--- config.mk ---
export PLATFORM = sky130hd
export DESIGN_NAME = muldiv_sequencer_flat
export DESIGN_NICKNAME = d
export VERILOG_FILES = /design/src/rtl/muldiv_sequencer_if.sv /design/src/rtl/muldiv_sequencer.sv /design/src/flat_wrapper.sv
export SDC_FILE = /design/constraint.sdc
export NUM_CORES = 1
export LEC_CHECK = 0
export BUFFER_PORTS_ARGS = -buffer_cell sky130_fd_sc_hd__buf_2
export CAP_MARGIN = 20
export CORE_MARGIN = 3
export CORE_UTILIZATION = 50
export CTS_BUF_LIST = sky130_fd_sc_hd__clkbuf_2
export DETAILED_ROUTE_END_ITERATION = 10
export MAX_ROUTING_LAYER = met4
export PLACE_DENSITY_LB_ADDON = 0.05
export RECOVER_POWER = 25
export SYNTH_ARGS = -nofsm -noshare
export SYNTH_HDL_FRONTEND = slang
export SYNTH_SLANG_ARGS = --single-unit
--- constraint.sdc ---
create_clock -name CLK -period 5.1 [get_ports CLK]
set_input_delay 0.51 -clock CLK [delete_from_list [all_inputs] [get_ports CLK]]
set_output_delay 0.51 -clock CLK [all_outputs]
set_load 0.005 [all_outputs]
--- src/rtl/muldiv_sequencer_if.sv ---
// Request/result bundle between the pipeline and the multi-cycle mul/div sequencer.
// master: pipeline side (issues requests, reads results); slave: the sequencer.
interface muldiv_sequencer_if #(parameter int WIDTH = 32);
    logic             START;
    logic [2:0]       OP;
    logic [WIDTH-1:0] A;
    logic [WIDTH-1:0] B;
    logic             BUSY;
    logic             DONE;
    logic [WIDTH-1:0] HI;
    logic [WIDTH-1:0] LO;
    logic             DIV_ZERO;

    modport master (output START, OP, A, B, input BUSY, DONE, HI, LO, DIV_ZERO);
    modport slave  (input START, OP, A, B, output BUSY, DONE, HI, LO, DIV_ZERO);
endinterface

--- src/rtl/muldiv_sequencer.sv ---
// Multi-cycle multiply (shift-add) / divide (restoring) sequencer with HI/LO result
// registers. One iteration per clock over WIDTH clocks; BUSY stalls the pipeline.
// Optional feature: define MULDIV_SIGNED_EN for two's-complement operands
// (magnitudes iterated on the unsigned core, sign fix-up on the result write).
module muldiv_sequencer #(
    parameter int WIDTH = 32
) (
    input  logic CLK,
    input  logic RST,
    muldiv_sequencer_if.slave bus
);
    localparam int         CNT_W  = (WIDTH > 1) ? $clog2(WIDTH) : 1;
    localparam logic [2:0] OP_MUL = 3'b101;
    localparam logic [2:0] OP_DIV = 3'b110;

    typedef enum logic [1:0] {IDLE, MUL, DIV, FINISH} state_t;

    state_t             state, state_nxt;
    logic [CNT_W-1:0]   cnt;
    logic [2*WIDTH-1:0] acc;       // mul: {partial product, multiplier}; div: {remainder, dividend/quotient}
    logic [2*WIDTH-1:0] acc_step;
    logic [WIDTH-1:0]   opnd;      // multiplicand or divisor magnitude
    logic [WIDTH-1:0]   hi, lo;
    logic               div_zero;

    logic               accept, accept_mul, accept_div, div_by_zero, last_iter;
    logic [WIDTH-1:0]   mag_a, mag_b, dz_lo;
    logic [WIDTH-1:0]   res_hi, res_lo;
    logic [WIDTH:0]     sum, shifted, diff;

    assign accept      = bus.START && (state == IDLE) && (bus.OP == OP_MUL || bus.OP == OP_DIV);
    assign accept_mul  = accept && (bus.OP == OP_MUL);
    assign accept_div  = accept && (bus.OP == OP_DIV);
    assign div_by_zero = accept_div && (bus.B == '0);
    assign last_iter   = (cnt == CNT_W'(WIDTH - 1));

`ifdef MULDIV_SIGNED_EN
    logic sign_a, sign_b;

    assign mag_a = bus.A[WIDTH-1] ? -bus.A : bus.A;
    assign mag_b = bus.B[WIDTH-1] ? -bus.B : bus.B;
    assign dz_lo = bus.A[WIDTH-1] ? WIDTH'(1) : '1;

    // Operand signs latched at accept for the final fix-up.
    always_ff @(posedge CLK or posedge RST) begin
        if (RST) begin
            sign_a <= 1'b0;
            sign_b <= 1'b0;
        end else if (accept) begin
            sign_a <= bus.A[WIDTH-1];
            sign_b <= bus.B[WIDTH-1];
        end
    end
`else
    assign mag_a = bus.A;
    assign mag_b = bus.B;
    assign dz_lo = '1;
`endif

    // One shift-add or restoring-divide iteration on the accumulator.
    always_comb begin
        // NOTE: every combinational output gets a default first so no path leaves it unassigned (no latch).
        acc_step = acc;
        sum      = '0;
        shifted  = '0;
        diff     = '0;
        if (state == MUL) begin
            sum      = {1'b0, acc[2*WIDTH-1:WIDTH]} + (acc[0] ? {1'b0, opnd} : '0);
            acc_step = {sum, acc[WIDTH-1:1]};
        end else if (state == DIV) begin
            shifted = {acc[2*WIDTH-1:WIDTH], acc[WIDTH-1]};
            diff    = shifted - {1'b0, opnd};
            if (!diff[WIDTH])
                acc_step = {diff[WIDTH-1:0], acc[WIDTH-2:0], 1'b1};
            else
                acc_step = {shifted[WIDTH-1:0], acc[WIDTH-2:0], 1'b0};
        end
    end

    // Result as written to HI/LO on the last iteration (sign-corrected when signed).
    always_comb begin
        res_hi = acc_step[2*WIDTH-1:WIDTH];
        res_lo = acc_step[WIDTH-1:0];
`ifdef MULDIV_SIGNED_EN
        if (state == MUL && (sign_a ^ sign_b)) begin
            {res_hi, res_lo} = -acc_step;
        end else if (state == DIV) begin
            if (sign_a ^ sign_b) res_lo = -acc_step[WIDTH-1:0];
            if (sign_a)          res_hi = -acc_step[2*WIDTH-1:WIDTH];
        end
`endif
    end

    // State register.
    always_ff @(posedge CLK or posedge RST) begin
        // NOTE: sequential state uses non-blocking assignments so all flops update from pre-edge values.
        if (RST) state <= IDLE;
        else     state <= state_nxt;
    end

    // Next-state logic.
    always_comb begin
        state_nxt = state;
        case (state)
            IDLE: begin
                if (accept_mul)       state_nxt = MUL;
                else if (div_by_zero) state_nxt = FINISH;
                else if (accept_div)  state_nxt = DIV;
            end
            MUL, DIV: if (last_iter) state_nxt = FINISH;
            FINISH:   state_nxt = IDLE;
            default:  state_nxt = IDLE;
        endcase
    end

    // Operand capture, iteration and HI/LO/DIV_ZERO update.
    always_ff @(posedge CLK or posedge RST) begin
        if (RST) begin
            cnt      <= '0;
            acc      <= '0;
            opnd     <= '0;
            hi       <= '0;
            lo       <= '0;
            div_zero <= 1'b0;
        end else if (accept) begin
            cnt      <= '0;
            div_zero <= div_by_zero;
            if (accept_mul) begin
                acc  <= {{WIDTH{1'b0}}, mag_b};
                opnd <= mag_a;
            end else begin
                acc  <= {{WIDTH{1'b0}}, mag_a};
                opnd <= mag_b;
            end
            if (div_by_zero) begin
                hi <= bus.A;
                lo <= dz_lo;
            end
        end else if (state == MUL || state == DIV) begin
            acc <= acc_step;
            cnt <= cnt + 1'b1;
            if (last_iter) begin
                hi <= res_hi;
                lo <= res_lo;
            end
        end
    end

    assign bus.BUSY     = (state == MUL) || (state == DIV);
    assign bus.DONE     = (state == FINISH);
    assign bus.HI       = hi;
    assign bus.LO       = lo;
    assign bus.DIV_ZERO = div_zero;
endmodule
--- src/flat_wrapper.sv ---
// flat-port wrapper written by rule: the top's interface ports become plain ports
module muldiv_sequencer_flat 
#(
    parameter int WIDTH = 32
)
  (CLK, RST, bus_START, bus_OP, bus_A, bus_B, bus_BUSY, bus_DONE, bus_HI, bus_LO, bus_DIV_ZERO);
  muldiv_sequencer_if #(.WIDTH(WIDTH)) bus_i ();
  input  logic CLK;
  input  logic RST;
  input wire logic [$bits(bus_i.START)-1:0] bus_START;
  input wire logic [$bits(bus_i.OP)-1:0] bus_OP;
  input wire logic [$bits(bus_i.A)-1:0] bus_A;
  input wire logic [$bits(bus_i.B)-1:0] bus_B;
  output wire logic [$bits(bus_i.BUSY)-1:0] bus_BUSY;
  output wire logic [$bits(bus_i.DONE)-1:0] bus_DONE;
  output wire logic [$bits(bus_i.HI)-1:0] bus_HI;
  output wire logic [$bits(bus_i.LO)-1:0] bus_LO;
  output wire logic [$bits(bus_i.DIV_ZERO)-1:0] bus_DIV_ZERO;
  assign bus_i.START = bus_START;
  assign bus_i.OP = bus_OP;
  assign bus_i.A = bus_A;
  assign bus_i.B = bus_B;
  assign bus_BUSY = bus_i.BUSY;
  assign bus_DONE = bus_i.DONE;
  assign bus_HI = bus_i.HI;
  assign bus_LO = bus_i.LO;
  assign bus_DIV_ZERO = bus_i.DIV_ZERO;
  muldiv_sequencer #(.WIDTH(WIDTH)) u_core (.CLK(CLK), .RST(RST), .bus(bus_i));
endmodule
# == Word-level counts from Yosys, hierarchy flattened ==
# Index checks and enable logic that the tools add are counted.
# word_totals
regBits,168
in_bits,70
output_inout_bits,67
wordCells,56
# classes
add_sub_neg,3
n_eq_ne,9
mux,23
n_reduce_logical,14
# op_table
cell,count
two-way mux 32 bit,11
two-way mux 64 bit,5
adder 32 x 33 -> 33 bit,1
subtractor 33 x 32 -> 33 bit,1
zero test 32 bit,1
two-way mux 5 bit,2
two-way mux 2 bit,4
"equality test 3 bit, second input constant",2
case mux 2 bit (3 select lines),1
"adder 5 x 1 -> 5 bit, second input constant",1
"equality test 5 bit, second input constant",1
logical AND 1 bit,5
"equality test 2 bit, second input constant",2
"!= test 4 x 1 -> 1 bit, second input constant",1
nonzero test 2 bit,2
AND reduction 3 bit,1
"equality test 2 x 1 -> 1 bit, second input constant",1
zero test 2 bit,1
logical OR 1 bit,2
"!= test 2 x 1 -> 1 bit, second input constant",1
"!= test 2 bit, second input constant",1
AND reduction 2 bit,1
OR reduction 2 bit,1

# == Logic depth before layout (Yosys ltp) ==
# logic_depth
word_depth,8
depth_mapped,14
ltp_nobuf,13

# == Worst setup path before layout ==
# OpenSTA, ideal clock, no wires.
# synth_timing
path_type,register to register
startpoint,register u_core.acc[0]
endpoint,register u_core.acc[57]
setup_ns,0.066
arrival_ns,3.223
t_required_ns,5.034
path_slack_ns,1.810
stages_incl_launch_ff,15
n_path_buf,1
synth_period_minus_slack_ns,3.290
cell_sequence,dfrtp_1 > clkbuf_1 > and2_1 > ha_1 > inv_1 > fa_1 > nor2b_1 > o31ai_1 > a21o_1 > o211ai_1 > nor2_1 > o31ai_1 > mux2i_1 > a2111oi_0 > a31o_1
# synth_via
elab_chain_cells,5
# synth_lines
item,line_no,rtl
"start, declared",muldiv_sequencer.sv:20,logic [2*WIDTH-1:0] acc;
"start signal, assigned",muldiv_sequencer.sv:129,"acc <= {{WIDTH{1'b0}}, mag_b};"
"start signal, assigned",muldiv_sequencer.sv:132,"acc <= {{WIDTH{1'b0}}, mag_a};"
"start signal, assigned",muldiv_sequencer.sv:140,acc <= acc_step;
two-way mux 32 bit,muldiv_sequencer.sv:68,"sum = {1'b0, acc[2*WIDTH-1:WIDTH]} + (acc[0] ? {1'b0, opnd} : '0);"
adder 32 x 33 -> 33 bit,muldiv_sequencer.sv:68,
two-way mux 64 bit,muldiv_sequencer.sv:67,if (state == MUL) begin
two-way mux 64 bit,muldiv_sequencer.sv:139,end else if (state == MUL || state == DIV) begin
two-way mux 64 bit,muldiv_sequencer.sv:125,end else if (accept) begin
# Every way passes these cells. The select of a mux whose other input is x is not followed.
# A chain may end at the register's enable or synchronous reset.

# == Final worst setup path ==
# layout_timing
startpoint,register u_core.acc[31]
endpoint,register u_core.hi[8] (netlist: u_core.bus.HI[8])
# layout_via
elab_chain_cells,7
# layout_lines
item,line_no,rtl
subtractor 33 x 32 -> 33 bit,muldiv_sequencer.sv:72,"diff = shifted - {1'b0, opnd};"
two-way mux 64 bit,muldiv_sequencer.sv:73,if (!diff[WIDTH])
two-way mux 64 bit,muldiv_sequencer.sv:70,end else if (state == DIV) begin
two-way mux 64 bit,muldiv_sequencer.sv:67,
two-way mux 32 bit,muldiv_sequencer.sv:142,if (last_iter) begin
two-way mux 32 bit,muldiv_sequencer.sv:139,
two-way mux 32 bit,muldiv_sequencer.sv:125,
"end signal, assigned",muldiv_sequencer.sv:136,hi <= bus.A;
"end signal, assigned",muldiv_sequencer.sv:143,hi <= res_hi;
"end, declared",muldiv_sequencer.sv:23,"logic [WIDTH-1:0] hi, lo;"
# Every way passes these cells. The select of a mux whose other input is x is not followed.

==> flow_summary.ini <==
[status]
outcome = complete, but fails checks
violations = max-capacitance violations, max-slew violations

[cells_and_area]
fillers = 2480
final_cell_mix = nand2_1, nor2_1, dfrtp_1
drive_gt1_frac = 0.115
area_growth_pct = 15.1
final_net_count = 2097
layout_commonest_cell = nand2_1

[synth]
synth_async_sr_flop_share = 1.00
postSynthNetCount = 1941
ys_warn_count = 0
ys_seq_area_frac = 0.311
yosysTopAreaCell = dfrtp_1
ys_top_cells_by_area = dfrtp_1, nand2_1, ha_1
ys.flop_type = dfrtp_1
ys_types = 80
synth_cells = 1798
netlist_area_um2 = 13500
synth_edf_count = 0
syn_area_per_cell_um2 = 7.52
synth_seq_cells = 168
yosysTopAreaCellShare = 0.311

[clock_network]
clock_sinks = 168
clkTransAtPathRegs_ns = 0.28
clk_latency_ns = 0.80
cts-root-buf = clkbuf_2
cts_resized = 0
cts_tree = built
numCtsBuffers = 17
postCtsSetupBuffers = 0
cts.htree.levels = 4
cts_buffer_depth = 2

[floorplanning]
fp-row-count = 59
die_area_um2 = 29000
initial_core_util = 0.514
die_y_um = 170
dieWidth_um = 170
io_pins = 137
coreArea_um2 = 26300

[routing]
drt_pass1_iterations = 6
drc_errors = 0
wirelength_um = 50800
wire_per_inst_um = 22.0
drtAntennaViolNets = 0
drt_iter0_drc = 1420
post_drt_via_cell_ratio = 6.29
vias = 14500

[critical_path]
path_cells = inv_1 -> ha_1 -> fa_1 -> nand2b_1 -> a21o_1 -> a21oi_2 -> o211a_1 -> nor4_4 -> nor3_4 -> mux2_1 -> a222oi_1 -> o211ai_1
worstPathMaxFanout = 14
critPathBufInv = 1
required_ns = 5.74
critical-path-top-delay-family = compound AO/OA/AOI/OAI gates
cpPeakStageDelay_ns = 0.71
cp-startpoint = u_core.acc[31]
worstReg2RegEnd = u_core.bus.HI[8]
worstSetupStartpointType = flip-flop
critical_path_class = reg2reg
ff2ff_setup_slack_ns = 0.95
reg2reg_depth = 12
end_kind = flip-flop
arrival_ns = 4.79
reg2reg_from = u_core.acc[31]
slowest_stage = nor3_4

[hold_path]
min_from = bus_A[1]
min_to = u_core.bus.HI[1]
whs_path_depth = 3
hold_class = in2reg

[pwr]
p_leak_nw = 7.31
irDropWorstVdd_v = 0.000421
p_total_mw = 12.8
p_per_area_nw_per_um2 = 820

[timing]
slew_headroom = -1.40
max_clock_freq_mhz = 241
drv_slew = 92
skew_ns = 0.0538
postLayoutSetupSlackWorst_ns = 0.952
worst_slew_pin_slew_ns = 3.60
tns_ns = 0
fin_crit_ns = 4.15
hold_viol_final = 0
setup_violations = 0
fin_crit_sh = 0.813
rsz0062_at_grt = no

[place]
dp_worst_setup_slack_ns = 1.12
io_buffers = 136
gp_congestion = 1.01
hpwl_um = 36800

[global_routing]
grt_pass1_wl_um = 77100
grt-ovfl-total = 0
grt_pass1_vias = 13300
antenna_found_initial = 1
grt_max_degree = 92
grt_util_all_layers = 0.353

[flow_run]
maxCapViolCount = 1
==> power breakdown <==
| group | leakage, nW | internal [mW] | switching (mW) |
|---|---|---|---|
| clock network | 0.133 | 0.229 | 0.515 |
| logic | 5.14 | 3.67 | 5.64 |
| registers | 2.03 | 1.97 | 0.732 |
| total | 7.31 | 5.87 | 6.89 |
==> flip-flops by register name, indices dropped and copies added, names as in the netlist <==
| signal | flops |
|---|---|
| u_core.acc | 64 |
| u_core.bus.DIV_ZERO | 1 |
| u_core.bus.HI | 32 |
| u_core.bus.LO | 32 |
| u_core.cnt | 5 |
| u_core.opnd | 32 |
| u_core.state | 2 |
==> layout make-up <==
class,count,area (um^2),area share
Antenna cell,1,2.50,0.000161
Tap cell,335,419,0.0269
Timing Repair Buffer,259,1830,0.118
Sequential cell,168,4200,0.270
Clock buffer,18,90.1,0.00579
Inverter,74,278,0.0178
Clock inverter,14,146,0.00941
Multi-Input combinational cell,1434,8590,0.552
==> worst max-delay path by stage <==
stage	endpoint	slack (ns)	cells after the start
after floorplan	u_core.acc[0]	0.04	1
after global placement	u_core.bus.HI[8]	1.09	12
after detailed placement	u_core.acc[40]	1.12	12
after CTS	u_core.bus.HI[5]	1.04	12
after global routing	u_core.acc[15]	0.44	4
final	u_core.bus.HI[8]	0.95	12
==> cell families after synthesis <==
family	count (synthesis)	share of synthesized area
flops	168	0.311
fa+ha+maj	73	0.0687
simple gates	679	0.222
compound gates	598	0.282
xor+xnor	50	0.0324
mux	34	0.0261
buf+inv	196	0.0569
==> cell usage after synthesis (7+ instances only) <==
cell	number
dfrtp_1	168
ha_1	71
a211oi_1	26
o22ai_1	9
xor2_1	18
nor2b_1	10
nand2_1	269
o21ai_1	13
nand3_1	34
buf_1	13
a31oi_1	79
buf_2	14
a211o_1	8
nand2b_1	13
and3_1	16
nor3_1	31
nor4_1	11
o211ai_1	29
a2111oi_0	7
mux2i_1	26
nor2_1	217
o21ai_0	114
o211a_1	19
nand4_1	15
a32oi_1	8
clkbuf_1	92
inv_1	71
xnor2_1	32
o31ai_1	11
o21a_1	10
a21oi_1	166
and2_1	37
a21o_1	27
==> routing by layer <==
metal | GRT usage | vias up | routed length (um)
met2 | 0.555 | 703 | 23500
li1 | - | 6768 | -
met5 | - | - | 0
met1 | 0.460 | 6899 | 21000
met4 | 0.147 | 0 | 2320
met3 | 0.0492 | 117 | 3930
==> what timing repair did <==
action | in CTS | in global routing
endpoints found under the setup margin | 0 | 0
hold endpoints to repair | 158 | 3
hold buffers | 88 | 3
==> through the flow <==
stage                     instances   util  area [um^2]  hold WS [ns]
final                          2303  0.592        15600        0.0399
after global routing           2303  0.592        15600      0.000964
after global placement         2179  0.549        14400         0.461
after CTS                      2299  0.591        15500       0.00493
after detailed placement       2179  0.549        14400         0.465
after floorplan                1798      -        13500         0.471
==> worst register-to-register path, delay by kind of cell, from the launching register on <==
kind	cells	cell delay (ns)
AO/OA/AOI/OAI	5	1.41
adder cells (fa/ha/maj)	2	0.63
buffers and inverters	1	0.12
flip-flops	1	0.43
multiplexers	1	0.40
AND/OR/NAND/NOR	3	1.04
No activity file was read; power rests on OpenSTA's default activity.
